==> config.mk <==
export PLATFORM = sky130hd
export DESIGN_NAME = truth_table_scanner
export DESIGN_NICKNAME = d
export VERILOG_FILES = /design/src/rtl/truth_table_scanner.sv
export SDC_FILE = /design/constraint.sdc
export NUM_CORES = 1
export LEC_CHECK = 0
export ABC_AREA = 1
export CAP_MARGIN = 20
export CORE_MARGIN = 8
export CORE_UTILIZATION = 51
export DETAILED_ROUTE_END_ITERATION = 10
export PLACE_DENSITY = 0.79
export RECOVER_POWER = 50
export SYNTH_ARGS = -nofsm -noshare
export SYNTH_HDL_FRONTEND = slang
export SYNTH_SLANG_ARGS = --single-unit
export TNS_END_PERCENT = 1
==> constraint.sdc <==
create_clock -name clk -period 2 [get_ports clk]
set_clock_uncertainty 0.2 [all_clocks]
set_input_delay 0.2 -clock clk [delete_from_list [all_inputs] [get_ports clk]]
set_output_delay 0.2 -clock clk [all_outputs]
set_load 0.1 [all_outputs]
==> src/rtl/truth_table_scanner.sv <==
// -----------------------------------------------------------------------------
// truth_table_scanner
//
// Sequential reader for a combinational boolean function under test (FUT).
// It drives every input combination onto the FUT in ascending order, holds
// each vector for SETTLE_CYCLES cycles, samples the FUT output, and builds
// the complete truth table plus the minterm count. A start/done handshake
// frames each scan.
//
// Optional feature (compile-time macro TT_COMPARE_EN):
//   Adds a golden-table input and match / mismatch_mask outputs that compare
//   the captured table against the golden table at the end of the scan.
//   With the macro undefined these ports and their logic do not exist.
//
// Parameters:
//   N_INPUTS      number of FUT inputs (1..6); table depth is 2**N_INPUTS
//   SETTLE_CYCLES cycles each vector is held before f_in is sampled (>= 1)
//
// Ports:
//   clk           system clock, all state updates on the rising edge
//   rst_n         asynchronous active-low reset
//   start         scan request, accepted only while idle
//   f_in          FUT output, treated as synchronous to clk
//   vars_out      vector driven to the FUT (MSB = variable A)
//   busy          high while a scan is in progress
//   done          one-cycle pulse when the scan has completed
//   table_out     bit i = f_in sampled while vars_out == i
//   ones_count    number of 1 bits in table_out
//   expected_tt   (TT_COMPARE_EN) golden table, sampled at start acceptance
//   match         (TT_COMPARE_EN) 1 iff table_out == expected_tt
//   mismatch_mask (TT_COMPARE_EN) table_out XOR expected_tt
// -----------------------------------------------------------------------------
module truth_table_scanner #(
  parameter int N_INPUTS      = 4,
  parameter int SETTLE_CYCLES = 1
) (
  input  logic                      clk,
  input  logic                      rst_n,
  input  logic                      start,
  input  logic                      f_in,
`ifdef TT_COMPARE_EN
  input  logic [(1<<N_INPUTS)-1:0]  expected_tt,
  output logic                      match,
  output logic [(1<<N_INPUTS)-1:0]  mismatch_mask,
`endif
  output logic [N_INPUTS-1:0]       vars_out,
  output logic                      busy,
  output logic                      done,
  output logic [(1<<N_INPUTS)-1:0]  table_out,
  output logic [N_INPUTS:0]         ones_count
);

  localparam int DEPTH = 1 << N_INPUTS;
  // The settle counter only needs to hold SETTLE_CYCLES; keep at least 1 bit.
  localparam int CNT_W = (SETTLE_CYCLES < 2) ? 1 : $clog2(SETTLE_CYCLES + 1);

  localparam logic [N_INPUTS-1:0] LAST_IDX    = '1;
  localparam logic [CNT_W-1:0]    SETTLE_LOAD = CNT_W'(SETTLE_CYCLES);
  localparam logic [CNT_W-1:0]    CNT_ONE     = CNT_W'(1);

  typedef enum logic [1:0] {
    S_IDLE,
    S_SETTLE,
    S_SAMPLE,
    S_DONE
  } state_e;

  state_e               state_q;
  logic [N_INPUTS-1:0]  idx_q;     // also the vector driven to the FUT
  logic [CNT_W-1:0]     cnt_q;
  logic                 busy_q;
  logic                 done_q;
  logic [DEPTH-1:0]     table_q;
  logic [N_INPUTS:0]    ones_q;

`ifdef TT_COMPARE_EN
  logic [DEPTH-1:0]     exp_q;
  logic                 match_q;
  logic [DEPTH-1:0]     mask_q;
`endif

  // NOTE: every register below, including the truth-table vector, is a plain
  // flop array rather than a RAM, so it is cleared by the asynchronous reset;
  // a reset mid-scan therefore leaves no partial results behind.
  always_ff @(posedge clk or negedge rst_n) begin
    if (!rst_n) begin
      state_q <= S_IDLE;
      idx_q   <= '0;
      cnt_q   <= '0;
      busy_q  <= 1'b0;
      done_q  <= 1'b0;
      table_q <= '0;
      ones_q  <= '0;
`ifdef TT_COMPARE_EN
      exp_q   <= '0;
      match_q <= 1'b0;
      mask_q  <= '0;
`endif
    end else begin
      // NOTE: non-blocking assignments throughout, so every branch reads the
      // pre-edge register values regardless of statement order.
      done_q <= 1'b0;

      unique case (state_q)
        S_IDLE: begin
          // Results stay untouched until a new scan is actually accepted.
          if (start) begin
            idx_q   <= '0;
            table_q <= '0;
            ones_q  <= '0;
            cnt_q   <= SETTLE_LOAD;
            busy_q  <= 1'b1;
            state_q <= S_SETTLE;
`ifdef TT_COMPARE_EN
            exp_q   <= expected_tt;
            match_q <= 1'b0;
            mask_q  <= '0;
`endif
          end
        end

        S_SETTLE: begin
          // Counter starts at SETTLE_CYCLES, so this state lasts exactly
          // SETTLE_CYCLES cycles before the sample cycle.
          if (cnt_q == CNT_ONE) begin
            state_q <= S_SAMPLE;
          end else begin
            cnt_q <= cnt_q - CNT_ONE;
          end
        end

        S_SAMPLE: begin
          table_q[idx_q] <= f_in;
          ones_q         <= ones_q + (N_INPUTS+1)'(f_in);
          // The index never wraps: the last vector ends the scan and stays
          // on vars_out until the next accepted start.
          if (idx_q == LAST_IDX) begin
            busy_q  <= 1'b0;
            state_q <= S_DONE;
          end else begin
            idx_q   <= idx_q + 1'b1;
            cnt_q   <= SETTLE_LOAD;
            state_q <= S_SETTLE;
          end
        end

        S_DONE: begin
          // start is deliberately ignored here; a held start is taken in the
          // following idle cycle.
          done_q  <= 1'b1;
          state_q <= S_IDLE;
`ifdef TT_COMPARE_EN
          match_q <= (table_q == exp_q);
          mask_q  <= table_q ^ exp_q;
`endif
        end

        default: state_q <= S_IDLE;
      endcase
    end
  end

  assign vars_out   = idx_q;
  assign busy       = busy_q;
  assign done       = done_q;
  assign table_out  = table_q;
  assign ones_count = ones_q;

`ifdef TT_COMPARE_EN
  assign match         = match_q;
  assign mismatch_mask = mask_q;
`endif

endmodule

# Word level (Yosys, flattened, before mapping)

Index checks and enable logic that the tools add are counted.
Widths: inputs -> output; s select.

Flip-flop bits (word level): 30
Input bits: 4
Output and inout bits: 27
Logic and storage cells: 50

Add/sub/neg operators: 3
Magnitude comparators: 2
Eq/ne operators: 8
Mux-type cells: 21
Reduce and logical (&&, ||, !) cells: 9

Operator list:

| operator            | number |
|---|---|
| $pmux 16 s2         | 1 |
| $bwmux 16           | 1 |
| $mux 16             | 1 |
| $pmux 5 s2          | 1 |
| $reduce_and 3->1    | 3 |
| $mux 4              | 2 |
| $ne 2x2->1 const B  | 4 |
| $pmux 2 s4          | 1 |
| $pmux 4 s2          | 1 |
| $mux 1              | 6 |
| $mux 2              | 3 |
| $add 5x1->5         | 1 |
| $lt 4x5->1 const B  | 1 |
| $mux 5              | 1 |
| $add 4x1->4 const B | 1 |
| $demux 1 s4         | 1 |
| $eq 2x2->1 const B  | 2 |
| $eq 4x4->1 const B  | 1 |
| $ge 4x1->1 const B  | 1 |
| $reduce_and 2->1    | 2 |
| $pmux 1 s3          | 1 |
| $reduce_bool 3->1   | 1 |
| $eq 2x1->1 const B  | 1 |
| $logic_not 2->1     | 1 |
| other kinds (4)     | 4 |

# Depth between registers and ports, before layout

Depth in word-level cells: 6
Mapped depth: 7
Gate-level depth less buffers: 7

# Worst setup path before layout

No wires, ideal clock.

Path type: register to register
Start: register idx_q[1], in the netlist vars_out[1]
End: register busy_q, in the netlist busy
Library setup time: 122 ps
Arrival time: 1843 ps
Required time: 1678 ps
Slack: -165 ps
Stages on the path, launching flop included: 7
Buffers on the path: 0
Period minus slack after synthesis: 2165 ps
Cell sequence: dfrtp_1 ha_1 nand3_1 nand2_1 nand2_1 nand2_1 nand2_1

Cells in the longest elaborated chain, start to end: 3

RTL lines:

| what                       | RTL line | text |
|---|---|---|
| start: declaration         | 69       | `logic [N_INPUTS-1:0] idx_q;` |
| start signal: assignment   | 141      | `idx_q <= idx_q + 1'b1;` |
| $eq 4x4->1                 | 137      | `if (idx_q == LAST_IDX) begin` |
| $ne 2x2->1 (no line)       | n/a      |  |
| $reduce_and 3->1 (no line) | n/a      |  |
| end signal: assignment     | 90       | `busy_q <= 1'b0;` |
| end signal: assignment     | 112      | `busy_q <= 1'b1;` |
| end signal: assignment     | 138      | `busy_q <= 1'b0;` |
| end: declaration           | 71       | `logic busy_q;` |

Every way passes these cells.
A chain may end at the register's enable or synchronous reset.

# Final worst setup path

Start: register ones_q[0], in the netlist ones_count[0]
End: register ones_q[2], in the netlist ones_count[2]

Cells in the longest elaborated chain, start to end: 2

RTL lines:

| what                     | RTL line | text |
|---|---|---|
| start: declaration       | 74       | `logic [N_INPUTS:0] ones_q;` |
| start signal: assignment | 134      | `ones_q <= ones_q + (N_INPUTS+1)'(f_in);` |
| $add 5x1->5              | 134      |  |
| $pmux 5 s2               | 104      | `unique case (state_q)` |

Every way passes these cells.

==> flow_summary.ini <==
[outcome]
outcome = finished, final reports clean

[drt]
wirelength_mm = 3.371
drc = 0
dr.pass1.iters = 4
wl_per_cell_um = 11.35
drtIter0Drc = 81
vias_per_cell = 4.754
vias = 1412
ant_nets = 0

[cts]
clockBufferDepth = 2
cts_hold_buf = 0
cts_resized = 0
cts_made_buffers = 5
post_cts_buffers = 0
tritoncts = yes
insertion_delay_ps = 320
clock-sinks = 30
cts.clk_slew.worst_paths_ps = 90
htreeDepth = 2
root_buffer = clkbuf_4

[critical_path]
cp_max_fo = 4
reg2regPathDepth = 5
critPathKind = reg2reg
cpLargestDelayFamily = adder cells
critical_path.startpoint_type = flip-flop
slowest_delay_ps = 430
critPathArrivalTime_ps = 1640
cp_cell_sequence = ha_1, ha_1, or2_2, nand3_1, nand2_1
slowest_stage = dfrtp_2
crit_required_ps = 2030
path_depth = 5
critPathBufInv = 0
cp_common_cell = ha_1
cp-end-kind = flip-flop

[floorplan]
fp.dieArea_sq_um = 5221
io-pin-count = 31
die_y_um = 72.26
core_area_sq_um = 3028
row_count = 20
dieWidth_um = 72.26
initial_core_util = 0.5331

[synth]
yosysSeqAreaShare = 0.4651
yosys.area.top_type = dfrtp_1
syn_inst = 217
syn-mean-instance-area_sq_um = 7.438
synth_area_leaders = dfrtp_1 47%, nand2_1 25%, a21boi_0 6.0%, ha_1 4.7%, inv_1 4.4%
yosys_warnings = 0
syn-num-nets = 227
syn_area_sq_um = 1614
synth.top_cell.area_share = 0.4651
ys_seq_elements = 30
synthDistinctLibCells = 18

[global_routing]
grt_usage = 0.1422
grt_pass1_wl_mm = 6.016
first_global_vias = 1391
antenna_found_initial = 0
grt.overflow.total = 0
grt_max_degree = 31

[power_and_ir_drop]
clockPowerShare = 0.122
power.total_mw = 2.748
netSwitchingPower_mw = 1.553
comb_power_share = 0.564
p_int_mw = 1.195
vdd_drop_max_mv = 0.9660
p_sw_frac = 0.5652
p_per_area_nw_per_um2 = 1398
seqPwrFrac = 0.314
p_leak_nw = 1.100

[hold_path]
hold_path.class = in2async

[placement]
dp.final_hpwl_mm = 2.440
port_buffers = 30
dp_slack_ps = 148.9
gp_congestion = 0.7920

[timing]
fin_ws_ps = 390.2
slew_viol_final = 0
setup_violations = 0
fin_crit_sh = 0.8049
tightest_slew_ps = 726.7
timing.setup.tns_ps = 0
maxSlewHeadroom = 0.5156
fin_crit_ps = 1610
fmax_ghz = 0.6212
rsz0062_at_grt = false
hold_viol = 0
whs_ps = 249.2

[layout]
num_antenna_cells = 0
nNetsFinal = 262
fillers = 273
area.growth.synth_to_final_pct = 21.78
final_cell_mix = 106 x nand2_1, 27 x dfrtp_1, 19 x inv_1, 15 x nor2_1
drive_above_1_share = 0.1779
layout_commonest_cell = nand2_1

[job]
max_cap_violations = 0
==> cell families (layout without fill, tap and decap cells) <==
| kind of cell | Yosys count | count (layout) | share of synthesized area |
|---|---|---|---|
| AO/OA/AOI/OAI | 16 | 16 | 0.07287 |
| AND/OR/NAND/NOR | 139 | 139 | 0.3488 |
| flip-flops | 30 | 30 | 0.4651 |
| adder cells (fa/ha/maj) | 6 | 6 | 0.04651 |
| buffers and inverters | 26 | 62 | 0.06666 |
==> state kept, by name, summed over array words and instances, names as in the netlist <==
register    flops
busy            1
cnt_q           1
done            1
ones_count      5
state_q         2
table_out      16
vars_out        4
==> power groups by stage <==
| stage | logic (mW) | registers [mW] | clock network, mW |
|---|---|---|---|
| floorplan | 0.564 | 1.51 | 0 |
| global placement | 1.56 | 0.869 | 0 |
| detailed placement | 1.58 | 0.872 | 0 |
| CTS | 1.58 | 0.862 | 0.348 |
| global route | 1.69 | 0.878 | 0.375 |
| finish | 1.55 | 0.864 | 0.336 |
==> cells in the mapped netlist <==
master / instances
a21boi_0: 13
buf_2: 2
buf_4: 2
clkbuf_1: 1
dfrtp_1: 30
ha_1: 6
inv_1: 19
inv_2: 2
nand2_1: 106
nand2_2: 1
nand3_1: 11
nand4_1: 3
nor2_1: 15
nor2_4: 2
o21ai_0: 1
o21ai_2: 1
o22ai_1: 1
or2_2: 1
==> worst register-to-register path: stages (launching register included) <==
cell     delay (ps)
dfrtp_2         430
ha_1            220
ha_1            230
or2_2           310
nand3_1          70
nand2_1          50
==> area by class of cell <==
class                   instances  area [sq um]  share of cell area
repair buffers                 33         272.8              0.1388
clock buffers                   8         48.80             0.02482
multi-input cells             161         755.7              0.3845
inverters                      21         78.83             0.04010
well taps                      44         55.05             0.02801
flip-flops and latches         30         754.5              0.3838
==> layer usage <==
| metal | up-vias | part of all wire | global-route usage |
|---|---|---|---|
| met1 | 632 | 0.47 | 0.1735 |
| met2 | 36 | 0.46 | 0.2187 |
| met3 | 4 | 0.065 | 0.05510 |
| met4 | 0 | 0.0086 | 0.05669 |
| met5 | - | 0 | 0 |
| li1 | 740 | - | - |
==> stage by stage <==
stage,instances,cell area (sq um),utilization
after floorplan,217,1618,-
after global placement,289,1949,0.6438
after detailed placement,289,1949,0.6438
after CTS,297,1998,0.6599
after global routing,297,1966,0.6492
final,297,1966,0.6492
==> path summary, 6_finish.rpt <==
check | from | endpoint | slack [ps]
worst min register to register | cnt_q | state_q[0] | 260
worst max-delay path | ones_count[0] | ones_count[2] | 390
worst max register to register | ones_count[0] | ones_count[2] | 390
min in group clk | cnt_q | state_q[0] | 260
max in group asynchronous | rst_n | vars_out[1] | 850
worst min-delay path | rst_n | vars_out[3] | 250
Power figures use the tool's default switching activity.
